<file path="src/rtl/rat_irq_controller_if.sv">
// MCU port-mapped I/O bus as seen by the interrupt controller.
// The master drives the port ID and write data; the slave returns read data and hit.
interface rat_irq_controller_if;
  logic [7:0] port_id;
  logic [7:0] out_port;
  logic       io_strb;
  logic [7:0] rd_data;
  logic       rd_hit;

  modport master (
    output port_id, out_port, io_strb,
    input  rd_data, rd_hit
  );

  modport slave (
    input  port_id, out_port, io_strb,
    output rd_data, rd_hit
  );
endinterface

</file>
<file path="src/rtl/rat_irq_controller.sv">
// Multi-source interrupt controller for the RAT MCU: synchronise, edge-detect and latch
// sources, expose PENDING/MASK/ACK/IRQ_ID on the I/O bus, and drive irq as a level or a pulse.
module rat_irq_controller #(
  parameter int         NUM_IRQ     = 4,
  parameter logic [7:0] BASE_ID     = 8'hF0,
  parameter int         SYNC_STAGES = 2,
  parameter bit         LEVEL_MODE  = 1'b0,
  parameter int         PULSE_LEN   = 4
) (
  input  logic                 clk,
  input  logic                 reset_n,
  input  logic [NUM_IRQ-1:0]   irq_src,
  rat_irq_controller_if.slave  bus,
  output logic                 irq
);
  localparam logic [7:0] VALID    = 8'((1 << NUM_IRQ) - 1);
  localparam logic [3:0] CNT_INIT = 4'(PULSE_LEN - 1);

  typedef enum logic [1:0] {IDLE, PULSE, HOLD} state_t;

  logic [NUM_IRQ-1:0] src_sync;
  logic [NUM_IRQ-1:0] hist_reg;
  logic [SYNC_STAGES:0] arm_reg;
  logic [7:0] rise_vec;
  logic [7:0] pending_reg, pending_next;
  logic [7:0] mask_reg, mask_next;
  logic [7:0] act_vec;
  logic [7:0] irq_id;
  logic       act;
  logic       blk_sel, wr_mask, wr_ack;

  genvar gi;
  for (gi = 0; gi < NUM_IRQ; gi++) begin : g_sync
    logic [SYNC_STAGES-1:0] sync_reg;
    always_ff @(posedge clk or negedge reset_n) begin
      if (!reset_n) sync_reg <= '0;
      else          sync_reg <= {sync_reg[SYNC_STAGES-2:0], irq_src[gi]};
    end
    assign src_sync[gi] = sync_reg[SYNC_STAGES-1];
  end

  // Edges are only trusted once the history flop holds post-reset data, so a
  // source already high at release is not mistaken for a new rising edge.
  always_comb begin
    rise_vec = '0;
    rise_vec[NUM_IRQ-1:0] = src_sync & ~hist_reg & {NUM_IRQ{arm_reg[SYNC_STAGES]}};
  end

  assign blk_sel = (bus.port_id[7:2] == BASE_ID[7:2]);
  assign wr_mask = bus.io_strb && blk_sel && (bus.port_id[1:0] == 2'd1);
  assign wr_ack  = bus.io_strb && blk_sel && (bus.port_id[1:0] == 2'd2);

  // A new edge overrides a same-cycle acknowledge of the same bit.
  assign pending_next = ((pending_reg & ~(wr_ack ? bus.out_port : 8'h00)) | rise_vec) & VALID;
  assign mask_next    = wr_mask ? (bus.out_port & VALID) : mask_reg;

  always_ff @(posedge clk or negedge reset_n) begin
    if (!reset_n) begin
      hist_reg    <= '0;
      arm_reg     <= '0;
      pending_reg <= '0;
      mask_reg    <= '0;
    end else begin
      hist_reg    <= src_sync;
      arm_reg     <= {arm_reg[SYNC_STAGES-1:0], 1'b1};
      pending_reg <= pending_next;
      mask_reg    <= mask_next;
    end
  end

  assign act_vec = pending_reg & mask_reg;
  assign act     = |act_vec;

  always_comb begin
    irq_id = 8'h00;
    for (int i = 7; i >= 0; i--) begin
      if (act_vec[i]) irq_id = {1'b1, 4'b0000, i[2:0]};
    end
  end

  always_comb begin
    bus.rd_data = 8'h00;
    bus.rd_hit  = 1'b0;
    if (blk_sel) begin
      case (bus.port_id[1:0])
        2'd0: begin bus.rd_data = pending_reg; bus.rd_hit = 1'b1; end
        2'd1: begin bus.rd_data = mask_reg;    bus.rd_hit = 1'b1; end
        2'd3: begin bus.rd_data = irq_id;      bus.rd_hit = 1'b1; end
        default: ;
      endcase
    end
  end

  if (LEVEL_MODE) begin : g_level
    logic irq_reg;
    always_ff @(posedge clk or negedge reset_n) begin
      if (!reset_n) irq_reg <= 1'b0;
      else          irq_reg <= act;
    end
    assign irq = irq_reg;
  end else begin : g_pulse
    state_t     state_reg, state_next;
    logic [3:0] cnt_reg, cnt_next;
    logic       irq_reg, irq_next;

    always_ff @(posedge clk or negedge reset_n) begin
      if (!reset_n) begin
        state_reg <= IDLE;
        cnt_reg   <= '0;
        irq_reg   <= 1'b0;
      end else begin
        state_reg <= state_next;
        cnt_reg   <= cnt_next;
        irq_reg   <= irq_next;
      end
    end

    // HOLD leaves on any ACK so sources still pending after service fire again.
    always_comb begin
      state_next = state_reg;
      case (state_reg)
        IDLE:    if (act) state_next = PULSE;
        PULSE:   if (cnt_reg == 4'd0) state_next = HOLD;
        HOLD:    if (wr_ack || !act) state_next = IDLE;
        default: state_next = IDLE;
      endcase
    end

    always_comb begin
      cnt_next = cnt_reg;
      irq_next = 1'b0;
      case (state_reg)
        IDLE: begin
          if (act) begin
            irq_next = 1'b1;
            cnt_next = CNT_INIT;
          end
        end
        PULSE: begin
          if (cnt_reg == 4'd0) irq_next = 1'b0;
          else begin
            irq_next = 1'b1;
            cnt_next = cnt_reg - 4'd1;
          end
        end
        default: irq_next = 1'b0;
      endcase
    end

    assign irq = irq_reg;
  end
endmodule

</file>
<file path="src/flat_wrapper.sv">
// flat-port wrapper written by rule: the top's interface ports become plain ports
module rat_irq_controller_flat 
#(
  parameter int         NUM_IRQ     = 4,
  parameter logic [7:0] BASE_ID     = 8'hF0,
  parameter int         SYNC_STAGES = 2,
  parameter bit         LEVEL_MODE  = 1'b0,
  parameter int         PULSE_LEN   = 4
)
  (clk, reset_n, irq_src, irq, bus_port_id, bus_out_port, bus_io_strb, bus_rd_data, bus_rd_hit);
  rat_irq_controller_if bus_i ();
  input  logic clk;
  input  logic reset_n;
  input  logic [NUM_IRQ-1:0] irq_src;
  output logic irq;
  input wire logic [$bits(bus_i.port_id)-1:0] bus_port_id;
  input wire logic [$bits(bus_i.out_port)-1:0] bus_out_port;
  input wire logic [$bits(bus_i.io_strb)-1:0] bus_io_strb;
  output wire logic [$bits(bus_i.rd_data)-1:0] bus_rd_data;
  output wire logic [$bits(bus_i.rd_hit)-1:0] bus_rd_hit;
  assign bus_i.port_id = bus_port_id;
  assign bus_i.out_port = bus_out_port;
  assign bus_i.io_strb = bus_io_strb;
  assign bus_rd_data = bus_i.rd_data;
  assign bus_rd_hit = bus_i.rd_hit;
  rat_irq_controller #(.NUM_IRQ(NUM_IRQ), .BASE_ID(BASE_ID), .SYNC_STAGES(SYNC_STAGES), .LEVEL_MODE(LEVEL_MODE), .PULSE_LEN(PULSE_LEN)) u_core (.clk(clk), .reset_n(reset_n), .irq_src(irq_src), .bus(bus_i), .irq(irq));
endmodule
</file>
<file path="config.mk">
export PLATFORM = sky130hd
export DESIGN_NAME = rat_irq_controller_flat
export DESIGN_NICKNAME = d
export VERILOG_FILES = /design/src/rtl/rat_irq_controller_if.sv /design/src/rtl/rat_irq_controller.sv /design/src/flat_wrapper.sv
export SDC_FILE = /design/constraint.sdc
export NUM_CORES = 1
export LEC_CHECK = 0
export CORE_UTILIZATION = 47
export DETAILED_ROUTE_END_ITERATION = 6
export PLACE_DENSITY = 0.76
export SLEW_MARGIN = 20
export SYNTH_ARGS = -nofsm -noshare
export SYNTH_HDL_FRONTEND = slang
export SYNTH_SLANG_ARGS = --single-unit
</file>
<file path="constraint.sdc">
create_clock -name clk -period 2 [get_ports clk]
set_input_delay 0.4 -clock clk [delete_from_list [all_inputs] [get_ports clk]]
set_output_delay 0.4 -clock clk [all_outputs]
set_load 0.02 [all_outputs]
</file>
==> Word level (Yosys, flattened, before mapping) <==
Cells that the tools add are included.
{ "totals": {"regBits": 30, "latch_bits": 0, "mem_bits_rw": 0, "mem_bits_ro": 0, "in_bits": 23, "out_inout_bits": 10, "wordCells": 65, "n_memories": 0} }
{ "classes": {"add_sub_neg": 1, "n_mul": 0, "n_div": 0, "magnitude_cmp": 0, "eq_ne": 10, "shifts": 0, "mux": 23, "n_bitwise": 7, "n_reduce_logical": 13} }
{ "op_table": {"columns": ["cell", "n"], "rows": [
  ["$mux W8", 9],
  ["$pmux W8 S3", 1],
  ["$and A4 B4 Y4", 4],
  ["$mux W4", 3],
  ["$not A4 Y4", 2],
  ["$pmux W4 S2", 1],
  ["$reduce_or A8 Y1", 1],
  ["$eq A2 B2 Y1 const B", 3],
  ["$eq A6 B6 Y1 const B", 1],
  ["$mux W2", 3],
  ["$ne A2 B1 Y1 const B", 3],
  ["$pmux W2 S3", 1],
  ["$reduce_and A3 Y1", 2],
  ["$eq A2 B1 Y1 const B", 2],
  ["$logic_not A2 Y1", 2],
  ["$logic_not A4 Y1", 1],
  ["$mux W1", 4],
  ["$or A4 B4 Y4", 1],
  ["$sub A4 B1 Y4 const B", 1],
  ["$logic_and A1 B1 Y1", 3],
  ["$reduce_or A3 Y1", 1],
  ["$ne A2 B2 Y1 const B", 1],
  ["$pmux W1 S2", 1],
  ["$reduce_bool A2 Y1", 1],
  ["2 further kinds", 2]
]} }

==> Longest topological paths before layout <==
{ "logic_depth": {"ltp_word": 10, "depth_mapped": 6, "ltp_nobuf": 6} }

==> Least setup slack after synthesis <==
Ideal clock, no wire load.
{ "synth_path": {"path_kind": "input to output", "from": "input bus_port_id[6]", "to": "output bus_rd_data[2]", "arrival_time_ps": 1534, "required_ps": 1600, "path_slack_ps": 66, "stages": 4, "path_buffers": 1, "cell_sequence": "nand4_1 or3_4 clkbuf_1 nor3_1"} }
{ "synth_via": {"elab_chain_cells": 2} }
{ "synth_rtl": {"columns": ["item", "line_no", "rtl"], "rows": [
  ["start: declaration", "flat_wrapper.sv:16", "input wire logic [$bits(bus_i.port_id)-1:0] bus_port_id;"],
  ["$eq A6 B6 Y1", "rat_irq_controller.sv:49", "assign blk_sel = (bus.port_id[7:2] == BASE_ID[7:2]);"],
  ["$mux W8", "rat_irq_controller.sv:84", "if (blk_sel) begin"],
  ["end: declaration", "flat_wrapper.sv:19", "output wire logic [$bits(bus_i.rd_data)-1:0] bus_rd_data;"]
]} }
Every way passes these cells.

==> Final worst setup path <==
{ "layout_path": {"from": "register u_core.pending_reg[0]", "to": "output bus_rd_data[1]"} }
{ "layout_via": {"elab_chain_cells": 4} }
{ "layout_rtl": {"columns": ["item", "line_no", "rtl"], "rows": [
  ["start: declaration", "rat_irq_controller.sv:25", "logic [7:0] pending_reg, pending_next;"],
  ["start signal: assignment", "rat_irq_controller.sv:66", "pending_reg <= pending_next;"],
  ["$and A4 B4 Y4", "rat_irq_controller.sv:71", "assign act_vec = pending_reg & mask_reg;"],
  ["$mux W8", "rat_irq_controller.sv:77", "if (act_vec[i]) irq_id = {1'b1, 4'b0000, i[2:0]};"],
  ["$pmux W8 S3", "rat_irq_controller.sv:85", "case (bus.port_id[1:0])"],
  ["$mux W8", "rat_irq_controller.sv:84", null]
]} }
Every way passes these cells.

==> summary.md <==
| Metric | Value |
|---|---|
| Synthesis-stage register bit count | 30 |
| Worst VDD drop | a little over 0.7 mV |
| Compound-gate portion of the synthesized area | 12.3% |
| Clock Latency Late Sink | 0.31 ns |
| Overall routing resource usage | between 10% and 20% |
| CP max FO | 2 |
| Die width | approximately 54 µm |
| Max reg flops | 8 |
| Synth top cells by count | dfrtp_1 (30), nand2_1 (11), a21oi_1 (6) |
| PwrDens | just under 900 nW/µm² |
| Post-synth EDFFs | 0 |
| Largest family of logic cells by synthesized area | simple AND/OR/NAND/NOR gates |
| Ys Warns | 0 |
| Max cap viols | 0 |
| Overflow after GRT | 0 |
| Area of the mapped netlist | roughly 1300 µm² |
| Top cells by area, synth | dfrtp_1 (58%), mux2_2 (4.4%), nand2_1 (3.2%), a21oi_1 (2.3%), mux2i_1 (2.3%) |
| CTS Buf Count | 5 |
| CP Capture Type | output port |
| WP data arrival | approximately 1.5 ns |
| Placed cell area | between 1500 and 2000 µm² |
| Core ar. | between 2000 and 3000 µm² |
| FMAX | around 520 MHz |
| First-pass detailed-route iteration total | 4 |
| Nets | about 180 |
| Vert. Die Dim | between 50 and 60 µm |
| Final wirelength | approximately 2400 µm |
| Routed Antenna Nets | 0 |
| Netlist cell types | 36 |
| Reg clk slew, reported paths | around 0.09 ns |
| # fillers | approximately 200 |
| Io pins | 33 |
| Status | completed |
| Critical Path RT | between 1.5 and 2 ns |
| Smallest hold slack | roughly 0.35 ns |
| Sink Count | 30 |
| Unrepaired setup endpoints after global routing | true |
| Drt via density | 5.32 |
| Synth top area share | 58.2% |
| Dominant synthesized flop cell | dfrtp_1 |
| Class of the tightest hold or removal check | reg -> reg |
| Share of post-route cells with drive strength above 1 | between 20% and 30% |
| DRT iter0 DRCs | 21 |
| Area leader, netlist | dfrtp_1 |
| Most common cell in the netlist | dfrtp_1 |
| Cells after Synth | around 110 |
| Vias | a little under 1,000 |
| Placed cells | 176 |
| Sequential element share of the synthesized area | 58.2% |
| Avg Cell Area, Syn | about 11 µm² |
| DRC violations left | 0 |
| Vias in the first global route | ~900 |
| Starting density of the core | approximately 50% |
| Layout Skew | about 0.0045 ns |
| TritonCTS clock tree | built |
| Synth Area in Adders | 0.970% |
| Area occupied by multi-input gates | around 520 µm² |
| P_leak | about 0.78 nW |
| Post-DP HPWL | approximately 1800 µm |
| Fraction of synthesized area in multiplexers | under 10% |
| Max clock buf depth | 2 |
| FF+latch area | between 700 and 800 µm² |
| Kind of critical path | reg -> out |
| Final Critical Period | 1.93 ns |
| WL/cell | between 10 and 15 µm |
| Area of the die | about 3000 µm² |
| Root Buffer | clkbuf_4 |
| Final Max Slew Viols | 0 |
| RePlAce Congestion | between 0.7 and 0.8 |
| Ys async rst share | 100% |
| Final Cell Area | 1700 µm² |
| Buffers on Ports | 25 |
| Setup Viol. Count Final | 0 |
| Antenna violations before repair | 0 |
| Final Cycle Share | a little over nine tenths |
| Syn-to-layout area delta | 32.0% |
| XOR/XNOR share of the synthesized area | 0% |
| Fin. Hold Viols | 0 |
| First-pass GRT wire length | 3710 µm |
| Simple-gate share of the synthesized area | 17.7% |
| Num rows | 18 |
| Ant. Diodes | 0 |
| Setup TNS | 0 ns |
| Largest net degree at the start of global routing | 31 |
| Hold Buf Count CTS | 0 |
| Critical Path Start Type | flip-flop |
| Fin cells | 186 |
| CTS H-tree depth | 2 |
==> cell type report <==
class | count | share of cell area [%]
Inverter | 3 | 0.661
Clock buffer | 6 | 3.01
Timing Repair Buffer | 39 | 19.0
Clock inverter | 2 | 0.735
Tap cell | 30 | 2.20
Multi-Input combinational cell | 76 | 30.3
Sequential cell | 30 | 44.1
==> stage by stage <==
stage                     setup slack [ns]  total power [W]  util [%]
after global routing              -0.00729          0.00161      66.9
after global placement              -0.534          0.00115      64.5
after CTS                           0.0125          0.00154      66.7
final                               0.0673          0.00152      66.9
after detailed placement            -0.611          0.00117      64.5
after floorplan                     0.0665          0.00102         -
==> final timing paths <==
path	from	to	cells after the start	slack (ns)
worst max-delay path	u_core.pending_reg[0]$_DFF_PN0_	bus_rd_data[1]	4	0.07
worst min-delay path	u_core.g_sync[3].sync_reg[0]$_DFF_PN0_	u_core.g_sync[3].sync_reg[1]$_DFF_PN0_	0	0.35
worst max register to register	u_core.g_pulse.cnt_reg[0]$_DFFE_PN0P_	u_core.g_pulse.cnt_reg[0]$_DFFE_PN0P_	6	0.38
worst min register to register	u_core.g_sync[3].sync_reg[0]$_DFF_PN0_	u_core.g_sync[3].sync_reg[1]$_DFF_PN0_	0	0.35
max in group asynchronous	reset_n	u_core.pending_reg[2]$_DFF_PN0_	2	1.28
min in group asynchronous	reset_n	u_core.irq$_DFF_PN0_	2	0.45
==> layer usage <==
metal  vias to the layer above  wire length (µm)  share of wire, %  track usage (%)
met1                       468              1020                42             20.0
met3                         4               162               6.7             3.89
met4                         0                34               1.4             12.8
li1                        482                 -                 -                -
met2                        35              1210                50             32.9
met5                         -                 0                 0                0
==> logic make-up (layout without fill, tap and decap cells) <==
group           after synthesis  after routing
buf+inv                       9             50
mux                           8              8
other cells                   2              4
simple gates                 39             39
fa+ha+maj                     1              1
compound gates               24             24
flops                        30             30
==> worst max-delay path, stage by stage (launching register included) <==
cell     delay, ns
dfrtp_1       0.39
a22o_1        0.25
o32a_1        0.30
nor2_1        0.12
buf_4         0.15
==> timing repair <==
action | 4_1_cts | 5_1_grt
endpoints found under the setup margin | 6 | 2
pin swaps | 3 | 5
gates resized for setup | 38 | 2
setup buffers | 2 | 0
==> layout by cell type (no fill, tap or decap), types with 5 or more instances in the layout <==
cell type / netlist / layout
mux2_2: 5 / 5
nand2_1: 11 / 11
nor2_1: 5 / 5
dlygate4sd2_1: 0 / 7
dfrtp_1: 30 / 30
clkbuf_4: 0 / 5
buf_4: 3 / 16
a21oi_1: 6 / 6
o21ai_0: 5 / 5
clkdlybuf4s50_1: 0 / 11
==> report_power, final <==
| group | total (W) | switching [W] | internal [W] |
|---|---|---|---|
| clock | 0.000366 | 0.000197 | 0.000169 |
| sequential | 0.000758 | 0.0000711 | 0.000686 |
| combinational | 0.000393 | 0.000189 | 0.000204 |
(Power assumes the default switching activity.)
